## src/rtl/tx_pkg.sv

```systemverilog
// Shared transmitter configuration types and constants.
// Used by the register bank, the shadow/commit block and the code generator.
package tx_pkg;

  localparam int unsigned DATA_W  = 32;
  localparam int unsigned CNT_W   = 16;
  localparam int unsigned MAX_DIG = 32;
  localparam int unsigned PROD_W  = 2 * DATA_W;

  typedef enum logic {
    ST_IDLE    = 1'b0,
    ST_PENDING = 1'b1
  } tx_state_e;

  // First failing rule wins; ERR_NONE means the set is usable.
  typedef enum logic [2:0] {
    ERR_NONE   = 3'd0,
    ERR_PERIOD = 3'd1,
    ERR_PRT    = 3'd2,
    ERR_NUMDIG = 3'd3,
    ERR_TB     = 3'd4,
    ERR_CHIPS  = 3'd5
  } tx_err_e;

  typedef struct packed {
    logic [DATA_W-1:0] phase;
    logic [DATA_W-1:0] period;
    logic [DATA_W-1:0] prt;
    logic [DATA_W-1:0] codigo;
    logic [DATA_W-1:0] numdig;
    logic [DATA_W-1:0] tb;
  } tx_cfg_t;

endpackage

```

## src/rtl/tx_cfg_shadow_if.sv

```systemverilog
// Request/status bus between the register bank (master) and tx_cfg_shadow (slave).
//  upd_req   : one-cycle pulse, cfg holds a new set
//  cfg       : requested configuration set
//  pending   : a validated set waits for a commit point
//  upd_ack   : one-cycle pulse when the active set changes
//  cfg_err   : sticky reject flag
//  apply_cnt : commit counter
//  rej_cnt   : reject counter
interface tx_cfg_shadow_if;
  import tx_pkg::*;

  logic               upd_req;
  tx_cfg_t            cfg;
  logic               pending;
  logic               upd_ack;
  logic               cfg_err;
  logic [CNT_W-1:0]   apply_cnt;
  logic [CNT_W-1:0]   rej_cnt;

  modport master (
    output upd_req, cfg,
    input  pending, upd_ack, cfg_err, apply_cnt, rej_cnt
  );

  modport slave (
    input  upd_req, cfg,
    output pending, upd_ack, cfg_err, apply_cnt, rej_cnt
  );

endinterface

```

## src/rtl/tx_cfg_check.sv

```systemverilog
// Combinational validator for a transmitter configuration set.
//  i_cfg      : set to check
//  o_valid    : set is usable
//  o_err_code : first failing rule (tx_err_e encoding)
module tx_cfg_check
  import tx_pkg::*;
(
  input  tx_cfg_t    i_cfg,
  output logic       o_valid,
  output logic [2:0] o_err_code
);

  // Full-width product so a huge numdig*tb cannot wrap into a legal value.
  logic [PROD_W-1:0] w_chips;
  assign w_chips = PROD_W'(i_cfg.numdig) * PROD_W'(i_cfg.tb);

  always_comb begin
    o_err_code = 3'(ERR_NONE);
    if (i_cfg.period == '0)
      o_err_code = 3'(ERR_PERIOD);
    else if (i_cfg.prt <= i_cfg.period)
      o_err_code = 3'(ERR_PRT);
    else if ((i_cfg.numdig == '0) || (i_cfg.numdig > DATA_W'(MAX_DIG)))
      o_err_code = 3'(ERR_NUMDIG);
    else if (i_cfg.tb == '0)
      o_err_code = 3'(ERR_TB);
    else if (w_chips > PROD_W'(i_cfg.period))
      o_err_code = 3'(ERR_CHIPS);
    o_valid = (o_err_code == 3'(ERR_NONE));
  end

endmodule

```

## src/rtl/tx_cfg_shadow.sv

```systemverilog
// Shadow register set for the transmitter core: stages a validated config set
// and commits it atomically at the end of a pulse (i_sinc falling) or at once
// while the transmitter is stopped.
//  i_clk, i_rst : clock, asynchronous active-low reset
//  i_start      : run request; o_start is its registered copy
//  i_sinc       : sync gate, high during the pulse
//  io_cfg       : request/status bus (slave side)
//  o_phase..o_tb: active (committed) configuration words
module tx_cfg_shadow
  import tx_pkg::*;
(
  input  logic               i_clk,
  input  logic               i_rst,
  input  logic               i_start,
  input  logic               i_sinc,
  tx_cfg_shadow_if.slave     io_cfg,
  output logic               o_start,
  output logic [DATA_W-1:0]  o_phase,
  output logic [DATA_W-1:0]  o_period,
  output logic [DATA_W-1:0]  o_prt,
  output logic [DATA_W-1:0]  o_codigo,
  output logic [DATA_W-1:0]  o_numdig,
  output logic [DATA_W-1:0]  o_tb
);

  tx_state_e         r_state;
  tx_state_e         w_state_nxt;
  logic              r_sinc_d;
  logic              r_start;
  tx_cfg_t           r_stage;
  tx_cfg_t           r_active;
  logic              r_upd_ack;
  logic              r_cfg_err;
  logic [CNT_W-1:0]  r_apply_cnt;
  logic [CNT_W-1:0]  r_rej_cnt;

  logic              w_valid;
  logic [2:0]        w_err_code;
  logic              w_req_ok;
  logic              w_req_bad;
  logic              w_sinc_fall;
  logic              w_load;
  logic              w_commit;

  tx_cfg_check u_check (
    .i_cfg      (io_cfg.cfg),
    .o_valid    (w_valid),
    .o_err_code (w_err_code)
  );

  assign w_req_ok    = io_cfg.upd_req & w_valid;
  assign w_req_bad   = io_cfg.upd_req & (w_err_code != 3'(ERR_NONE));
  assign w_sinc_fall = r_sinc_d & ~i_sinc;

  // State register.
  always_ff @(posedge i_clk or negedge i_rst) begin
    if (!i_rst) r_state <= ST_IDLE;
    else        r_state <= w_state_nxt;
  end

  // Next state; a request in the commit cycle re-arms PENDING with the new words.
  always_comb begin
    w_state_nxt = r_state;
    w_load      = 1'b0;
    w_commit    = 1'b0;
    unique case (r_state)
      ST_IDLE: begin
        if (w_req_ok) begin
          w_load      = 1'b1;
          w_state_nxt = ST_PENDING;
        end
      end
      ST_PENDING: begin
        if (!r_start || w_sinc_fall) begin
          w_commit    = 1'b1;
          w_state_nxt = ST_IDLE;
        end
        if (w_req_ok) begin
          w_load      = 1'b1;
          w_state_nxt = ST_PENDING;
        end
      end
      default: w_state_nxt = ST_IDLE;
    endcase
  end

  // Datapath: staging, active set, flags and counters.
  always_ff @(posedge i_clk or negedge i_rst) begin
    if (!i_rst) begin
      r_sinc_d    <= 1'b0;
      r_start     <= 1'b0;
      r_stage     <= '0;
      r_active    <= '0;
      r_upd_ack   <= 1'b0;
      r_cfg_err   <= 1'b0;
      r_apply_cnt <= '0;
      r_rej_cnt   <= '0;
    end else begin
      r_sinc_d  <= i_sinc;
      r_start   <= i_start;
      r_upd_ack <= w_commit;
      if (w_load) r_stage <= io_cfg.cfg;
      // Non-blocking copy: a same-cycle reload still commits the old staging.
      if (w_commit) begin
        r_active    <= r_stage;
        r_apply_cnt <= r_apply_cnt + CNT_W'(1);
      end
      if (w_req_ok) begin
        r_cfg_err <= 1'b0;
      end else if (w_req_bad) begin
        r_cfg_err <= 1'b1;
        r_rej_cnt <= r_rej_cnt + CNT_W'(1);
      end
    end
  end

  assign o_start           = r_start;
  assign o_phase           = r_active.phase;
  assign o_period          = r_active.period;
  assign o_prt             = r_active.prt;
  assign o_codigo          = r_active.codigo;
  assign o_numdig          = r_active.numdig;
  assign o_tb              = r_active.tb;
  assign io_cfg.pending    = (r_state == ST_PENDING);
  assign io_cfg.upd_ack    = r_upd_ack;
  assign io_cfg.cfg_err    = r_cfg_err;
  assign io_cfg.apply_cnt  = r_apply_cnt;
  assign io_cfg.rej_cnt    = r_rej_cnt;

endmodule
```

## src/flat_wrapper.sv

```systemverilog
// flat-port wrapper written by rule: the top's interface ports become plain ports
module tx_cfg_shadow_flat import tx_pkg::*;
  (i_clk, i_rst, i_start, i_sinc, o_start, o_phase, o_period, o_prt, o_codigo, o_numdig, o_tb, io_cfg_upd_req, io_cfg_cfg, io_cfg_pending, io_cfg_upd_ack, io_cfg_cfg_err, io_cfg_apply_cnt, io_cfg_rej_cnt);
  tx_cfg_shadow_if io_cfg_i ();
  input  logic i_clk;
  input  logic i_rst;
  input  logic i_start;
  input  logic i_sinc;
  output logic o_start;
  output logic [DATA_W-1:0] o_phase;
  output logic [DATA_W-1:0] o_period;
  output logic [DATA_W-1:0] o_prt;
  output logic [DATA_W-1:0] o_codigo;
  output logic [DATA_W-1:0] o_numdig;
  output logic [DATA_W-1:0] o_tb;
  input wire logic [$bits(io_cfg_i.upd_req)-1:0] io_cfg_upd_req;
  input wire logic [$bits(io_cfg_i.cfg)-1:0] io_cfg_cfg;
  output wire logic [$bits(io_cfg_i.pending)-1:0] io_cfg_pending;
  output wire logic [$bits(io_cfg_i.upd_ack)-1:0] io_cfg_upd_ack;
  output wire logic [$bits(io_cfg_i.cfg_err)-1:0] io_cfg_cfg_err;
  output wire logic [$bits(io_cfg_i.apply_cnt)-1:0] io_cfg_apply_cnt;
  output wire logic [$bits(io_cfg_i.rej_cnt)-1:0] io_cfg_rej_cnt;
  assign io_cfg_i.upd_req = io_cfg_upd_req;
  assign io_cfg_i.cfg = io_cfg_cfg;
  assign io_cfg_pending = io_cfg_i.pending;
  assign io_cfg_upd_ack = io_cfg_i.upd_ack;
  assign io_cfg_cfg_err = io_cfg_i.cfg_err;
  assign io_cfg_apply_cnt = io_cfg_i.apply_cnt;
  assign io_cfg_rej_cnt = io_cfg_i.rej_cnt;
  tx_cfg_shadow u_core (.i_clk(i_clk), .i_rst(i_rst), .i_start(i_start), .i_sinc(i_sinc), .io_cfg(io_cfg_i), .o_start(o_start), .o_phase(o_phase), .o_period(o_period), .o_prt(o_prt), .o_codigo(o_codigo), .o_numdig(o_numdig), .o_tb(o_tb));
endmodule
```

## config.mk

```make
export PLATFORM = sky130hd
export DESIGN_NAME = tx_cfg_shadow_flat
export DESIGN_NICKNAME = d
export VERILOG_FILES = /design/src/rtl/tx_pkg.sv /design/src/rtl/tx_cfg_shadow_if.sv /design/src/rtl/tx_cfg_check.sv /design/src/rtl/tx_cfg_shadow.sv /design/src/flat_wrapper.sv
export SDC_FILE = /design/constraint.sdc
export NUM_CORES = 2
export LEC_CHECK = 0
export BUFFER_PORTS_ARGS = -buffer_cell sky130_fd_sc_hd__buf_2
export CAP_MARGIN = 5
export CELL_PAD_IN_SITES_DETAIL_PLACEMENT = 0
export CELL_PAD_IN_SITES_GLOBAL_PLACEMENT = 2
export CORE_AREA = 2 2 364 366
export DETAILED_ROUTE_END_ITERATION = 7
export DIE_AREA = 0 0 366 368
export PLACE_DENSITY_LB_ADDON = 0.15
export SETUP_SLACK_MARGIN = 0.2
export SLEW_MARGIN = 0
export SYNTH_ARGS = -nofsm -noshare
export SYNTH_HDL_FRONTEND = slang
export SYNTH_SLANG_ARGS = --single-unit
```

## constraint.sdc

```tcl
create_clock -name i_clk -period 2.6 [get_ports i_clk]
set_clock_uncertainty 0.15 [all_clocks]
set_input_delay 0.26 -clock i_clk [delete_from_list [all_inputs] [get_ports i_clk]]
set_output_delay 0.26 -clock i_clk [all_outputs]
set_load 0.005 [all_outputs]
```

; ---- Word level (Yosys, flattened, before mapping)
; Index checks and enable logic that the tools add are counted.
[totals]
word_cells = 54
reg_bits = 421
input_bits = 197
[op_classes]
n_lt_le_gt_ge = 3
mux = 13
bitwise = 6
mul = 1
reduce_logical = 10
n_addsub = 2
[ops]
columns = op, n
row1 = $logic_not A32 Y1, 3
row2 = $gt A64 B32 Y1, 1
row3 = $mul A32 B32 Y64, 1
row4 = $add A16 B1 Y16 const B, 2
row5 = $gt A32 B6 Y1 const B, 1
row6 = $le A32 B32 Y1, 1
row7 = $mux W3, 5
row8 = $mux W1, 7
row9 = $and A1 B1 Y1, 3
row10 = $logic_not A3 Y1, 1
row11 = $not A1 Y1, 3
row12 = $reduce_bool A3 Y1, 1
row13 = $logic_or A1 B1 Y1, 2
row14 = $pmux W1 S2, 1
row15 = $reduce_and A2 Y1, 1
row16 = $reduce_bool A2 Y1, 1
row17 = $logic_not A1 Y1, 1

; ---- Depth between registers and ports, before layout
[depth]
ltp_word = 11
ltp_mapped = 42

; ---- Hierarchy
; Synthesis repeated with hierarchy kept, for this count alone.
[hier_totals]
hier_cells = 5054
hier_area_um2 = 51414.3
[by_module_without_submodules]
columns = mod, cells_per_inst, area_per_inst_um2, seq_area_each_um2, n_inst
row1 = tx_cfg_check, 4104, 35619.2, 0.0, 1
row2 = tx_cfg_shadow, 950, 15795.1, 10535.1, 1

; ---- Worst setup path before layout
; No wires, ideal clock.
[synth_timing]
path_kind = input-to-reg
startpoint = input port io_cfg_cfg[2]
endpoint = register u_core.r_stage[115] (netlist bit)
n_path_buf = 5
cell_stages = 39
arrival_ns = 9.466
path_slack_ns = -7.141
cell_sequence = clkbuf_1 > and2_1 > fa_1 > inv_1 > fa_1 > fa_1 > fa_1 > inv_1 > fa_1 > inv_1 > fa_1 > inv_1 > fa_1 > fa_1 > ha_1 > buf_2 > a21oi_1 > o21ai_0 > (+3 left out) > nand2_1 > xor2_1 > ha_1 > a21oi_1 > nand2_1 > a221o_1 > nor3_1 > a31oi_1 > nor4_1 > nand4_1 > or4_1 > nor4_1 > nand4_2 > or2_1 > buf_2 > buf_6 > buf_6 > mux2_4
[synth_via]
elab_chain_len = 10
[synth_rtl]
columns = element, line_no
row1 = start: declaration, flat_wrapper.sv:17  ; input wire logic [$bits(io_cfg_i.cfg)-1:0] io_cfg_cfg;
row2 = $mul A32 B32 Y64, tx_cfg_check.sv:15  ; assign w_chips = PROD_W'(i_cfg.numdig) * PROD_W'(i_cfg.tb);
row3 = $gt A64 B32 Y1, tx_cfg_check.sv:27  ; else if (w_chips > PROD_W'(i_cfg.period))
row4 = $mux W3, tx_cfg_check.sv:27
row5 = $mux W3 (*), tx_cfg_check.sv:25  ; else if (i_cfg.tb == '0)
row6 = $mux W3 (*), tx_cfg_check.sv:23  ; else if ((i_cfg.numdig == '0) || (i_cfg.numdig > DATA_W'(MAX_DIG)))
row7 = $mux W3 (*), tx_cfg_check.sv:21  ; else if (i_cfg.prt <= i_cfg.period)
row8 = $mux W3 (*), tx_cfg_check.sv:19  ; if (i_cfg.period == '0)
row9 = $logic_not A3 Y1 (*), tx_cfg_check.sv:29  ; o_valid = (o_err_code == 3'(ERR_NONE));
row10 = $and A1 B1 Y1 (*), tx_cfg_shadow.sv:51  ; assign w_req_ok = io_cfg.upd_req & w_valid;
row11 = $mux W1 (*), "tx_cfg_shadow.sv:68, tx_cfg_shadow.sv:78"
row12 = end signal: assignment, tx_cfg_shadow.sv:102  ; if (w_load) r_stage <= io_cfg.cfg;
row13 = end: declaration, tx_cfg_shadow.sv:30  ; tx_cfg_t r_stage;
; Mark *: on every way between the ends. The rest lies on a longest branch, timed or not.
; A chain may end at the register's enable or synchronous reset.

; ---- Worst setup path after layout
[layout_timing]
startpoint = input port io_cfg_cfg[45]
endpoint = register u_core.r_stage[148] (netlist bit)
[layout_via]
elab_chain_len = 10
[layout_rtl]
columns = element, line_no
row1 = $mul A32 B32 Y64, tx_cfg_check.sv:15
row2 = $gt A64 B32 Y1, tx_cfg_check.sv:27
row3 = $mux W3, tx_cfg_check.sv:27
row4 = $mux W3, tx_cfg_check.sv:25
row5 = $mux W3 (*), tx_cfg_check.sv:23
row6 = $mux W3 (*), tx_cfg_check.sv:21
row7 = $mux W3 (*), tx_cfg_check.sv:19
row8 = $logic_not A3 Y1 (*), tx_cfg_check.sv:29
row9 = $and A1 B1 Y1 (*), tx_cfg_shadow.sv:51
row10 = $mux W1 (*), "tx_cfg_shadow.sv:68, tx_cfg_shadow.sv:78"
; Marks and branches as above.

==> results_dict.tcl <==
set metrics [dict create \
    dr_wl_met2_um 79900 \
    layout_common_cells "919 x inv_1, 886 x fa_1, 701 x buf_4, 654 x nand2_1, 495 x and2_1" \
    synth_seq_area_share_pct 20.3 \
    grt_pass1_wl_um 252000 \
    r2r_end "u_core.io_cfg.apply_cnt[12]" \
    crit_path_end_kind "flop" \
    syn_area_per_cell_sq_um 10.2 \
    crit_required_ps 2930 \
    fillCellCount 12300 \
    firstDrtPassIters 5 \
    vias_per_cell 4.86 \
    rr_startpoint "u_core.r_sinc_d" \
    startpoint "io_cfg_cfg[45]" \
    max_stage_delay_ps 610 \
    cp-endpoint "u_core.r_stage[148]" \
    multi_input_area_sq_um 37300 \
    crit_arrival_ps 9550 \
    synth-main-ff-cell "dfrtp_1" \
    track_usage_pct 24.2 \
    grt_pass1_vias 42600 \
    die_area_sq_um 135000 \
    clock_latency_ps 610 \
    ctsRootBufferMaster "clkbuf_16" \
    initial_core_util_pct 39.6 \
    yosysWarnings 0 \
    routed.top_layer "met5" \
    fin_nets 7612 \
    cts_buffer_depth 3 \
    grt_max_degree 81 \
    final_hold_viol_count 0 \
    pin_count 425 \
    slew_viol_final 0 \
    crit_top_cell "fa_1" \
    ff2ff_path_depth 9 \
    setup_viol 210 \
    synth_cells 5082 \
    syn_nets 6504 \
    layout_commonest_cell "inv_1" \
    worstSetupPathType "input port to flop" \
    hpwl_um 134000 \
    die_w_um 366 \
    grt_overflow 0 \
    post-route-period-util_pct 354 \
    wire_per_inst_um 20.0 \
    antenna_found_initial 7 \
    cts_tree "built" \
    fp.dieH_um 368 \
    coreArea_sq_um 131000 \
    crit_fanout 15 \
    holdWs_ps 40.5 \
    timing.critical_path.slowest_stage_cell "fa_1" \
    async_flop_share_pct 100 \
    synth-edff-count 0 \
    routed_wl_um 160000 \
    met1_length_um 68900 \
    synth-seq-cells 421 \
    hp-class "input port to asynchronous set/reset pin" \
    drtIter0Drc 1821 \
    row_count 133 \
    violations "setup timing" \
    numClockSinks 421 \
    timing.final.ws_setup_ps -6620 \
    r2r_slack_ps 430 \
    regArea_sq_um 10500 \
    rsz0062_at_grt "yes" \
    htreeDepth 2 \
    worst_slew_pin_slew_ps 618 \
    synth.distinct_cells 70 \
    area_growth_pct 26.0 \
    port_buffers 424 \
    cp-start-kind "input port" \
    ant_nets 0 \
    outcome "finished with violations" \
    max_slew_margin_pct 57.8 \
    path_clk_slew_ps 60 \
    gp_congestion 0.883 \
    wl_met3_um 5880 \
    drive_above_1_share_pct 27.9 \
    maxCapViolCount 0 \
    numCtsBuffers 44 \
    netlist_area_sq_um 51900 \
    post-route-min-period_ps 9220 \
    num_vias 38800 \
    drc 0 \
    clock.fmax_ghz 0.109 \
]
==> cell type report <==
| type | instances | area share, % |
|---|---|---|
| clock buffers | 62 | 1.90 |
| flip-flops and latches | 421 | 16.1 |
| clock inverters | 16 | 0.339 |
| inverters | 923 | 5.30 |
| well taps | 1755 | 3.36 |
| multi-input cells | 3466 | 57.1 |
| repair buffers | 1334 | 15.9 |
| diodes | 5 | 0.0191 |
==> metal layers <==
metal / global-route usage (%) / vias to the layer above
met5: 0 / -
met1: 31.5 / 20000
met2: 42.1 / 743
met3: 2.84 / 218
li1: - / 17800
met4: 7.29 / 4
==> flip-flops by register name (all words and copies together), names as in the netlist <==
signal	flops
u_core.r_stage	192
u_core.o_period	32
u_core.io_cfg.pending	1
u_core.io_cfg.apply_cnt	16
u_core.o_codigo	32
u_core.o_start	1
u_core.io_cfg.cfg_err	1
u_core.o_numdig	32
u_core.o_prt	32
u_core.io_cfg.upd_ack	1
u_core.o_tb	32
u_core.r_sinc_d	1
u_core.o_phase	32
u_core.io_cfg.rej_cnt	16
==> how the worst min path moves through the flow <==
stage / cells past startpoint / startpoint / slack [ps] / end
after floorplan: 0 / i_rst / -190 / u_core.io_cfg.apply_cnt[0]
after global placement: 1 / i_rst / 90 / u_core.io_cfg.rej_cnt[12]
after detailed placement: 1 / i_rst / 90 / u_core.io_cfg.rej_cnt[12]
after CTS: 3 / io_cfg_cfg[20] / 9 / u_core.r_stage[20]
after global routing: 3 / io_cfg_cfg[20] / 40 / u_core.r_stage[20]
final: 2 / i_rst / 40 / u_core.io_cfg.rej_cnt[15]
==> synth_stat cells (all sizes together), types with 34 or more instances <==
cell / number / area, sq um
and2: 517 / 3230
nor4: 34 / 234
clkbuf: 248 / 931
nand4: 58 / 369
o21ai: 70 / 358
dfrtp: 421 / 10500
xnor2: 48 / 420
nand3: 37 / 190
mux2: 361 / 4590
nor2: 85 / 319
inv: 923 / 3460
ha: 329 / 4120
a21oi: 124 / 621
nand2: 659 / 2470
fa: 896 / 17900
==> through the flow <==
step                      setup TNS [ps]  cells  worst slack, ps  utilization, %  area (sq um)
after detailed placement        -1560810   7703            -7540            46.5         60900
final                           -1361930   7982            -6620            50.0         65400
after global placement          -1540660   7703            -7430            46.5         60900
after global routing            -1428340   7979            -6930            50.0         65300
after floorplan                 -1377290   5082            -6650               -         52100
after CTS                       -1383270   7962            -6700            49.5         64800
==> cell families after synthesis <==
group | share of synthesized area, %
and+or+nand+nor | 14.3
buffers and inverters | 8.91
AOI/OAI and AO/OA | 3.74
adders and majority gates | 42.5
DFF | 20.3
xor gates and xnor gates | 1.20
muxes | 8.99
==> worst max-delay path: cells and delay by family <==
kind | cells | cell delay [ps]
AOI/OAI and AO/OA | 3 | 950
xor gates and xnor gates | 1 | 90
adders and majority gates | 9 | 4530
buffers and inverters | 10 | 1450
muxes | 1 | 300
and+or+nand+nor | 8 | 1930
==> repair_timing <==
action,4_1_cts,5_1_grt
setup buffers,25,13
resized for setup,113,101
hold buffers,141,0
endpoints found under the setup margin,210,231
pin swaps,39,34
endpoints found under the hold margin,448,0
gates cloned,15,2
Power is not shown: default switching activity piles up to over one toggle a cycle in this logic, so the estimate is an artifact.
